`src/rtl/prog_loader_pkg.sv`:
```
// Shared types and constants for the byte-stream program loader.
// The optional inter-byte timeout is enabled with PROG_LOADER_TIMEOUT_EN.
package prog_loader_pkg;

    typedef enum logic [2:0] {
        IDLE,
        SYNC,
        COUNT,
        DATA,
        CSUM,
        DONE,
        ERR
    } loader_state_t;

    localparam logic [7:0] SYNC_BYTE      = 8'hA5;
    localparam int         BYTES_PER_WORD = 4;

endpackage

```
`src/rtl/prog_loader.sv`:
```
// Loads framed instruction words (A5, N, N x 4 bytes, XOR checksum) into program memory.
// Define PROG_LOADER_TIMEOUT_EN to abort a stalled frame after TO_CYCLES idle cycles.
//
// state | meaning
// IDLE  | after reset, CPU held, waiting for start
// SYNC  | waiting for the 0xA5 sync byte
// COUNT | waiting for the word count byte
// DATA  | assembling words, one write per 4 bytes
// CSUM  | comparing the checksum byte with the running XOR
// DONE  | load good, CPU released
// ERR   | load failed, CPU held
module prog_loader
    import prog_loader_pkg::*;
#(
    parameter int p         = 6,
    parameter int i         = 24,
    parameter int TO_CYCLES = 100000
) (
    input  logic         clock,
    input  logic         reset,
    input  logic         start,
    input  logic [7:0]   rx_data,
    input  logic         rx_valid,
    output logic         wr_en,
    output logic [p-1:0] wr_addr,
    output logic [i:0]   wr_data,
    output logic         cpu_hold,
    output logic         done,
    output logic         err
);

    localparam int         W         = i + 1;
    localparam int         DEPTH     = 2 ** p;
    localparam logic [1:0] LAST_BYTE = 2'(BYTES_PER_WORD - 1);

    loader_state_t state, state_next;

    logic [23:0]  word_reg;
    logic [1:0]   byte_idx;
    logic [7:0]   csum;
    logic [7:0]   words_left;
    logic [W-1:0] word_full;
    logic         active;
    logic         take_data;
    logic         word_last_byte;
    logic         count_bad;
    logic         timeout;

    assign active         = (state == SYNC) || (state == COUNT) || (state == DATA) || (state == CSUM);
    assign take_data      = (state == DATA) && rx_valid;
    assign word_last_byte = take_data && (byte_idx == LAST_BYTE);
    assign count_bad      = (rx_data == 8'd0) || ({24'd0, rx_data} > 32'(DEPTH));
    // Upper bits of the 32-bit assembly beyond the instruction width are dropped here.
    assign word_full      = W'({word_reg, rx_data});

`ifdef PROG_LOADER_TIMEOUT_EN
    localparam int TO_W = $clog2(TO_CYCLES + 1);

    logic [TO_W-1:0] to_cnt;

    // Reloaded while not loading, so entry to SYNC always starts a full interval.
    always_ff @(posedge clock or posedge reset) begin
        if (reset) begin
            to_cnt <= TO_W'(TO_CYCLES);
        end else if (rx_valid || !active) begin
            to_cnt <= TO_W'(TO_CYCLES);
        end else if (to_cnt != '0) begin
            to_cnt <= to_cnt - 1'b1;
        end
    end

    assign timeout = active && !rx_valid && (to_cnt == TO_W'(1));
`else
    assign timeout = 1'b0;
`endif

    always_ff @(posedge clock or posedge reset) begin
        if (reset) begin
            state <= IDLE;
        end else begin
            state <= state_next;
        end
    end

    always_comb begin
        state_next = state;
        done       = 1'b0;
        err        = 1'b0;
        cpu_hold   = 1'b1;
        case (state)
            IDLE: begin
                if (start) state_next = SYNC;
            end
            SYNC: begin
                if (rx_valid) state_next = (rx_data == SYNC_BYTE) ? COUNT : ERR;
            end
            COUNT: begin
                if (rx_valid) state_next = count_bad ? ERR : DATA;
            end
            DATA: begin
                if (word_last_byte && (words_left == 8'd1)) state_next = CSUM;
            end
            CSUM: begin
                if (rx_valid) state_next = (rx_data == csum) ? DONE : ERR;
            end
            DONE: begin
                done     = 1'b1;
                cpu_hold = 1'b0;
                if (start) state_next = SYNC;
            end
            ERR: begin
                err = 1'b1;
                if (start) state_next = SYNC;
            end
            default: state_next = IDLE;
        endcase
        if (timeout) state_next = ERR;
    end

    always_ff @(posedge clock or posedge reset) begin
        if (reset) begin
            wr_en      <= 1'b0;
            wr_addr    <= '0;
            wr_data    <= '0;
            word_reg   <= '0;
            byte_idx   <= '0;
            csum       <= '0;
            words_left <= '0;
        end else begin
            wr_en <= word_last_byte;
            if (wr_en) begin
                wr_addr <= wr_addr + 1'b1;
            end
            if ((state == COUNT) && rx_valid && !count_bad) begin
                words_left <= rx_data;
                wr_addr    <= '0;
                byte_idx   <= '0;
                csum       <= '0;
                word_reg   <= '0;
            end
            if (take_data) begin
                word_reg <= {word_reg[15:0], rx_data};
                csum     <= csum ^ rx_data;
                byte_idx <= byte_idx + 1'b1;
                if (byte_idx == LAST_BYTE) begin
                    wr_data    <= word_full;
                    words_left <= words_left - 8'd1;
                end
            end
        end
    end

endmodule

```
`config.mk`:
```
export PLATFORM = sky130hd
export DESIGN_NAME = prog_loader
export DESIGN_NICKNAME = d
export VERILOG_FILES = /design/src/rtl/prog_loader_pkg.sv /design/src/rtl/prog_loader.sv
export SDC_FILE = /design/constraint.sdc
export NUM_CORES = 1
export LEC_CHECK = 0
export ABC_AREA = 1
export CORE_UTILIZATION = 51
export CTS_BUF_LIST = sky130_fd_sc_hd__clkbuf_8
export CTS_CLUSTER_SIZE = 16
export DETAILED_ROUTE_END_ITERATION = 8
export PLACE_DENSITY = 0.78
export SYNTH_ARGS = -nofsm -noshare
export SYNTH_HDL_FRONTEND = slang
export SYNTH_SLANG_ARGS = --single-unit
```
`constraint.sdc`:
```
create_clock -name clock -period 2.5 [get_ports clock]
set_clock_uncertainty 0.2 [all_clocks]
set_input_delay 0.5 -clock clock [delete_from_list [all_inputs] [get_ports clock]]
set_output_delay 0.5 -clock clock [all_outputs]
set_load 0.01 [all_outputs]
```
Yosys cells after proc, flatten, opt, wreduce, memory -nomap -nowiden. Cells that the tools add are included.

Add/subtract/negate cells: 3. Magnitude comparators: 1. Eq/ne operators: 15. Mux-type cells: 23. Bitwise gates (word level): 1. Reductions and logical operators: 14.

Operator list (number): two-way mux 8 bit (5); two-way mux 17 bit (2); two-way mux 3 bit (7); one-hot mux 3 bit (5 select lines) (1); two-way mux 6 bit (2); == test 3 bit, second input constant (3); == test 8 x 1 -> 1 bit, second input constant (1); == test 8 bit (1); == test 8 bit, second input constant (1); greater-than comparator 8 x 7 -> 1 bit, second input constant (1); logical NOT 8 bit (1); subtractor 8 x 1 -> 8 bit, second input constant (1); XOR 8 bit (1); adder 6 x 1 -> 6 bit, second input constant (1); == test 3 x 2 -> 1 bit, second input constant (2); two-way mux 2 bit (3); != test 2 bit, second input constant (3); logical AND 1 bit (5); AND reduction 5 bit (1); != test 2 x 1 -> 1 bit, second input constant (2); nonzero test 2 bit (2); == test 3 x 1 -> 1 bit, second input constant (1); logical NOT 3 bit (1); two-way mux 1 bit (3); 6 further kinds (6).

Bits in registers: 70. Bits of input ports: 12. Logic and storage cells: 65.

Logic depth before layout (Yosys ltp). Gate-level depths: netlist of run 1.

Depth in word-level cells: 7. Gate-level depth with buffers: 10.

Least setup slack after synthesis of run 1. OpenSTA, ideal clock, no wires.

Path kind: input to register. Start point: input rx_data[2]. End point: register words_left[7]. Library setup time: 0.119 ns. Arrival time: 1.399 ns. Required time: 2.181 ns. Slack: 0.782 ns. Cell stages on the path: 9. Buffers on the path: 1. Cell sequence: inv_1 nand2_1 nor2_2 nand2_1 nand2_4 nand3_4 buf_6 a21oi_1 nor2_1.

Longest elaborated chain between the ends: 7.

RTL lines: from (decl) (RTL line prog_loader.sv:22) `input logic [7:0] rx_data,`; greater-than comparator 8 x 7 -> 1 bit or logical NOT 8 bit (tied branches) (RTL line prog_loader.sv:52) `assign count_bad = (rx_data == 8'd0) || ({24'd0, rx_data} > 32'(DEPTH));`; logical OR 1 bit * (RTL line prog_loader.sv:52); logical NOT 1 bit * (RTL line prog_loader.sv:134) `if ((state == COUNT) && rx_valid && !count_bad) begin`; logical AND 1 bit * (RTL line prog_loader.sv:134); two-way mux 8 bit * (RTL line prog_loader.sv:134); two-way mux 8 bit (RTL line prog_loader.sv:145) `if (byte_idx == LAST_BYTE) begin`; two-way mux 8 bit * (RTL line prog_loader.sv:141) `if (take_data) begin`; to (signal assigned) (RTL line prog_loader.sv:135) `words_left <= rx_data;`; to (signal assigned) (RTL line prog_loader.sv:147) `words_left <= words_left - 8'd1;`; to (decl) (RTL line prog_loader.sv:41) `logic [7:0] words_left;`.

Every way passes the cells marked *; elsewhere a longest branch is shown, timed or not. A chain may end at the register's enable or synchronous reset.

Worst setup path after layout of run 1.
Start point: register state[1]. End point: output done.

Longest elaborated chain between the ends: 2.

RTL lines: from (decl) (RTL line prog_loader.sv:36) `loader_state_t state, state_next;`; from (signal assigned) (RTL line prog_loader.sv:81) `state <= state_next;`; == test 3 bit (RTL line prog_loader.sv:90) `case (state)`; two-way mux 1 bit (RTL line prog_loader.sv:90); to (decl) (RTL line prog_loader.sv:28) `output logic done,`.

Every way passes these cells.

==> results of run 1 <==
-- cell type report --
type,count,area [um^2]
timing repair buffer,63,613
clock buffer,11,151
clock inverter,5,57.6
fill,503,2190
inverter,65,246
tap,77,96.3
multi-input combinational,243,1240
sequential,70,1750
-- routing by layer --
metal,vias up,share of wire,track usage
li1,1373,-,-
met1,1312,0.45,0.290
met2,80,0.48,0.358
met3,8,0.055,0.0606
met4,0,0.011,0.0564
met5,-,0,0
-- synthesized netlist by cell type (6+ instances only) --
library cell  number  share of area
buf_2              6         0.0090
buf_6              6          0.020
dfrtp_1           70           0.52
inv_1             62          0.070
nand2_1          104           0.12
nand3_1           25          0.037
nand4_1            8          0.015
nor2_1            11          0.012
o21ai_0           22          0.033
o21ai_1           13          0.019
o22ai_1           21          0.039
xnor2_1            6          0.016
-- kinds of logic after synthesis --
| family | after synthesis |
|---|---|
| buf+inv | 77 |
| simple gates | 169 |
| xor+xnor | 9 |
| fa+ha+maj | 4 |
| compound gates | 61 |
| flops | 70 |
-- path summary, 6_finish.rpt --
check / from / to / slack, ns
hold / removal: reset / wr_addr[3] / 0.23
setup reg to reg: state[0] / words_left[1] / 0.67
min in group clock: wr_data[0] / wr_data[0] / 0.28
hold reg to reg: wr_data[0] / wr_data[0] / 0.28
setup / recovery: state[1] / done / 0.19
max in group asynchronous: reset / csum[6] / 1.26
-- critical path: stages (launching register included) --
cell and delay (ns):
dfrtp_1 0.43, inv_1 0.11, nand3_1 0.11, inv_1 0.07
clkdlybuf4s50_1 0.53
-- power groups by stage --
stage	Sequential (W)	Combinational (W)	Clock [W]
2_1_floorplan	0.00172	0.000922	0
3_3_place_gp	0.00171	0.00133	0
3_5_place_dp	0.00173	0.00138	0
4_1_cts	0.00172	0.00139	0.000966
5_1_grt	0.00176	0.00157	0.00102
6_report	0.00172	0.00138	0.000950
-- per-stage QoR --
step | utilization | std cells | area (um^2) | setup WS [ns] | power, W
finish | 0.655 | 534 | 4160 | 0.195 | 0.00405
global route | 0.655 | 534 | 4160 | 0.120 | 0.00436
CTS | 0.655 | 534 | 4160 | 0.188 | 0.00407
detailed placement | 0.622 | 518 | 3950 | 0.0897 | 0.00312
global placement | 0.622 | 518 | 3950 | 0.140 | 0.00305
floorplan | - | 390 | 3340 | 0.0318 | 0.00264
==> reports/results.txt, run 1 <==
Run status: complete, no violations
Worst relative slew slack: 0.734
CTS tree: built
Initial antenna violation count: 0
Period minus WS final: 2.31 ns
FF-to-FF path depth: 8
Ratio of cells with drive above 1 in the final layout: 0.116
Routed vias/inst: 5.19
Cts hold-fix bufs: 0
Syn Nets: 406
Largest net degree at the start of global routing: 57
DP HPWL: 5070 um
Synth Area in Compound Gates: 0.100
Drt total wl: 6960 um
Residual DRC: 0
Max-cap violations: 0
Cells after Synth: 390
I/O Pins: 47
Leakage power: 2.11 nW
Max FFs per register: 25
Root Driver: clkbuf_8
TNS Setup: 0 ns
Worst setup EP type: primary output
Most used DFF post-synth: dfrtp_1
Post-Synth XOR/XNOR Area: 0.0236
Post-CTS Setup Bufs: 0
Commonest non-fill, non-tap cells in the layout: 104 x nand2_1, 70 x dfrtp_1, 62 x inv_1
Synth Register Bits: 70
Syn Area/Cell: 8.56 um^2
Final Hold Viols: 0
Clock transition at path regs: 0.08 ns
NetSw: 0.00144 W
Post-synthesis simple-gate area fraction: 0.233
Post-synthesis sequential area ratio: 0.525
Antenna Nets Post-Route: 0
Worst-Margin Slew: 0.395 ns
CP max FO: 6
Power Internal: 0.00261 W
Starting density of the core: 0.526
DR vias: 2773
Worst Path Required: 1.80 ns
RSZ-0062 raised after global routing: no
Cell Area, Synth: 3340 um^2
Largest family of logic cells by synthesized area: simple AND/OR/NAND/NOR gates
Drt pass-1 iters: 4
Clk pwr share: 0.234
Post-synthesis mux area share: 0
Post-CTS resize count: 0
Fmax: 434 MHz
Die area: 6870 um^2
Die X: 82.9 um
GR Overflow Total: 0
Total track usage: 0.219
Worst Setup Start Kind: flip-flop
PwrDens: 974 nW/um^2
Min-Delay Path Class: in -> async
DR WL/cell: 13.0 um
Sequential share of power: 0.424
FFs w/ async S/R, synth: 1.00
Synth unique cells: 26
Max Root-Sink Buffers: 2
Switching Fraction: 0.355
Fin crit share: 0.922
Adder-cell share of the synthesized area: 0.0150
Worst-Skew Late Latency: 0.35 ns
First-pass GRT wire length: 12100 um
H-tree depth: 3
Endpoints failing setup: 0
Die Ht: 82.9 um
Most common cell after layout, fill and taps aside: nand2_1
Core area: 6350 um^2
WP data arrival: 1.61 ns
Fin. max-slew vios: 0
CTS sink cnt: 70
Antenna cells: 0
DRT iter0 DRCs: 228
Max VDD drop: 545 uV
GP Congestion: 0.874
CTS Buf Count: 9
I/O Buffers: 46
Number of core rows: 29
Final Net Count: 468
Logic pwr share: 0.341
Synth-to-Final Area Change: 24.6%
EDFF count, synth: 0
Number of global-route vias before repair: 2641
Syn. warnings: 0
Worst hold margin: 0.227 ns
Setup CP Type: reg -> out
No activity file was read; power rests on OpenSTA's default activity.
==> run 2: changes to the inputs <==
Settings changed: CAP_MARGIN set to 10, CORE_UTILIZATION 51 to 60, PLACE_DENSITY 0.78 to 0.87.
Clock period 2.5 ns to 2.75 ns, I/O delays scaled along.
==> run 2 against run 1 <==
Combinational power decreased by 9%. Routed wire length increased by 1.1%. First-iteration DRC count grew 7.0%. Setup slack better by 0.17 ns. Non-clock buffer count down 10. Power is 7.5% lower. Cell count is 3.2% lower. Sequential cell count did not move. Highest routed layer unchanged. Largest cell class unchanged. Global-route usage is 4.8 points higher. Sequential share of layout area is 0.85 points higher. Sequential power decreased by 9%. Die area shrank 15%.
==> reports/results.txt, run 2 (synthesis gave the netlist of run 1 again) <==
Synth-to-Final Area Change: 22.1% (was 24.6%)
Commonest non-fill, non-tap cells in the layout: 104 x nand2_1, 70 x dfrtp_1, 62 x inv_1 (unchanged)
Worst-Margin Slew: 0.526 ns (was 0.395 ns)
Max FFs per register: 25 (unchanged)
RSZ-0062 raised after global routing: no (unchanged)
Die Ht: 76.6 um (was 82.9 um)
Number of global-route vias before repair: 2614 (was 2641)
Die X: 76.6 um (was 82.9 um)
Most common cell after layout, fill and taps aside: nand2_1 (unchanged)
CTS Buf Count: 9 (unchanged)
Crit path largest cell delay: 0.53 ns (about the same)
Initial antenna violation count: 0 (unchanged)
DP HPWL: 5010 um (was 5070 um)
Clock transition at path regs: 0.07 ns (was 0.08 ns)
Endpoints failing setup: 0 (unchanged)
Post-CTS Setup Bufs: 0 (unchanged)
GP Congestion: 0.871 (was 0.874)
Fin crit share: 0.869
Worst Setup Start Kind: flip-flop (unchanged)
DRT iter0 DRCs: 244 (was 228)
DR vias: 2743 (was 2773)
Hold path start: wr_data[24]
DR WL/cell: 13.6 um (was 13.0 um)
Slowest CP cell: clkdlybuf4s50_1 (unchanged)
TNS Setup: 0 ns (unchanged)
Residual DRC: 0 (unchanged)
WL met3: 287 um (was 383 um)
Worst setup EP type: primary output (unchanged)
CTS tree: built (unchanged)
Hold EP: wr_data[24]
R2r startpoint: state[2] (was state[0])
CP bufs+invs: 3 (unchanged)
Fin. max-slew vios: 0 (unchanged)
FF-to-FF setup slack: 0.78 ns (was 0.67 ns)
Max VDD drop: 534 uV (was 545 uV)
Register area: 1750 um^2 (unchanged)
Run status: complete, no violations (unchanged)
Worst Path Required: 2.00 ns (was 1.80 ns)
CP most frequent cell: inv_1 (unchanged)
Number of core rows: 26 (was 29)
Starting density of the core: 0.637 (was 0.526)
Dpl cell area: 3850 um^2 (was 3950 um^2)
Worst-Skew Late Latency: 0.35 ns (about the same)
CP max FO: 6 (unchanged)
Antenna Nets Post-Route: 0 (unchanged)
Fmax: 418 MHz
Max-cap violations: 0 (unchanged)
Cell area after layout: 4080 um^2 (was 4160 um^2)
PwrDens: 920 nW/um^2 (was 974 nW/um^2)
H-tree depth: 3 (unchanged)
Post-CTS resize count: 0 (unchanged)
Drt total wl: 7040 um (was 6960 um)
Total track usage: 0.267 (was 0.219)
Setup CP Type: reg -> out (unchanged)
Final Net Count: 458 (was 468)
Root Driver: clkbuf_8 (unchanged)
GR Overflow Total: 0 (unchanged)
Antenna cells: 0 (unchanged)
First-pass GRT wire length: 12100 um (about the same)
I/O Buffers: 46 (unchanged)
CP cell instances: inv_1 -> nand3_1 -> inv_1 -> clkdlybuf4s50_1 (unchanged)
Leakage power: 2.06 nW (was 2.11 nW)
Max Root-Sink Buffers: 2 (unchanged)
Drt pass-1 iters: 5 (was 4)
FF-to-FF path depth: 8 (unchanged)
Largest net degree at the start of global routing: 71 (was 57)
Worst Hold Depth: 2
CP delay by family, top: buffers and inverters (unchanged)
Core area: 5240 um^2 (was 6350 um^2)
Cts hold-fix bufs: 0 (unchanged)
Routed vias/inst: 5.31 (was 5.19)
Final Hold Viols: 0 (unchanged)
I/O Pins: 47 (unchanged)
Die area: 5860 um^2 (was 6870 um^2)
Multi-input logic area: 1240 um^2 (unchanged)
Met1 Wirelength: 3120 um (was 3130 um)
Ratio of cells with drive above 1 in the final layout: 0.0962 (was 0.116)
Worst relative slew slack: 0.650 (was 0.734)
Reg-to-reg critical path endpoint: csum[0] (was words_left[1])
Period minus WS final: 2.39 ns
WP data arrival: 1.64 ns (was 1.61 ns)
Highest routed layer: met4 (unchanged)
Min-Delay Path Class: reg -> reg (was in -> async)
CTS sink cnt: 70 (unchanged)
Fill count: 366 (was 503)
Met2 wire length: 3520 um (was 3380 um)
run 2: changes by cell type in the layout (fill, tap and decap cells not counted):
cell,delta
clkinv_2,+1
buf_12,-1
buf_4,-9
clkinvlp_4,-1
clkbuf_8,-1
bufinv_16,+1
run 2: layout make-up:
type                       instances  share of cell area
inverter                          65              0.0605
clock inverter                     6              0.0209
multi-input combinational        243               0.305
sequential                        70               0.430
timing repair buffer              53               0.129
tap                               70              0.0215
clock buffer                      10              0.0338
run 2: power by group:
part / leakage (nW) / internal [W] / switching [W] / total [W]
registers: 0.922 / 0.00136 / 0.000204 / 0.00156
logic: 1.03 / 0.000535 / 0.000726 / 0.00126
clock network: 0.114 / 0.000534 / 0.000389 / 0.000923
run 2: per-layer routing:
metal | track usage | up-vias
li1 | - | 1346
met3 | 0.0419 | 12
met5 | 0 | -
met4 | 0.137 | 0
met1 | 0.361 | 1306
met2 | 0.418 | 79
run 2: worst min-delay path: cells and delay by family, from the launching register on:
kind | cells | cell delay (ns)
compound gates | 1 | 0.06
simple gates | 1 | 0.05
flops | 1 | 0.34
run 2: how the worst max path moves through the flow:
stage                from          end  cells past startpoint  slack [ns]
3_3_place_gp   rx_data[3]      csum[0]                     11        0.27
3_5_place_dp   rx_data[3]      csum[0]                     11        0.11
2_1_floorplan       reset  byte_idx[0]                      1        0.23
4_1_cts          state[1]         done                      4        0.36
6_report         state[1]         done                      4        0.36
5_1_grt        rx_data[3]      csum[0]                     11        0.29
run 2: per-stage QoR:
step                      power [W]  setup slack (ns)  utilization  hold slack [ns]  std cells
after floorplan             0.00240             0.232            -            0.246        390
after global placement      0.00275             0.272        0.736            0.266        501
after detailed placement    0.00283             0.110        0.736            0.274        501
after CTS                   0.00375             0.360        0.778            0.292        517
after global routing        0.00399             0.288        0.778            0.319        517
final                       0.00375             0.360        0.778            0.288        517
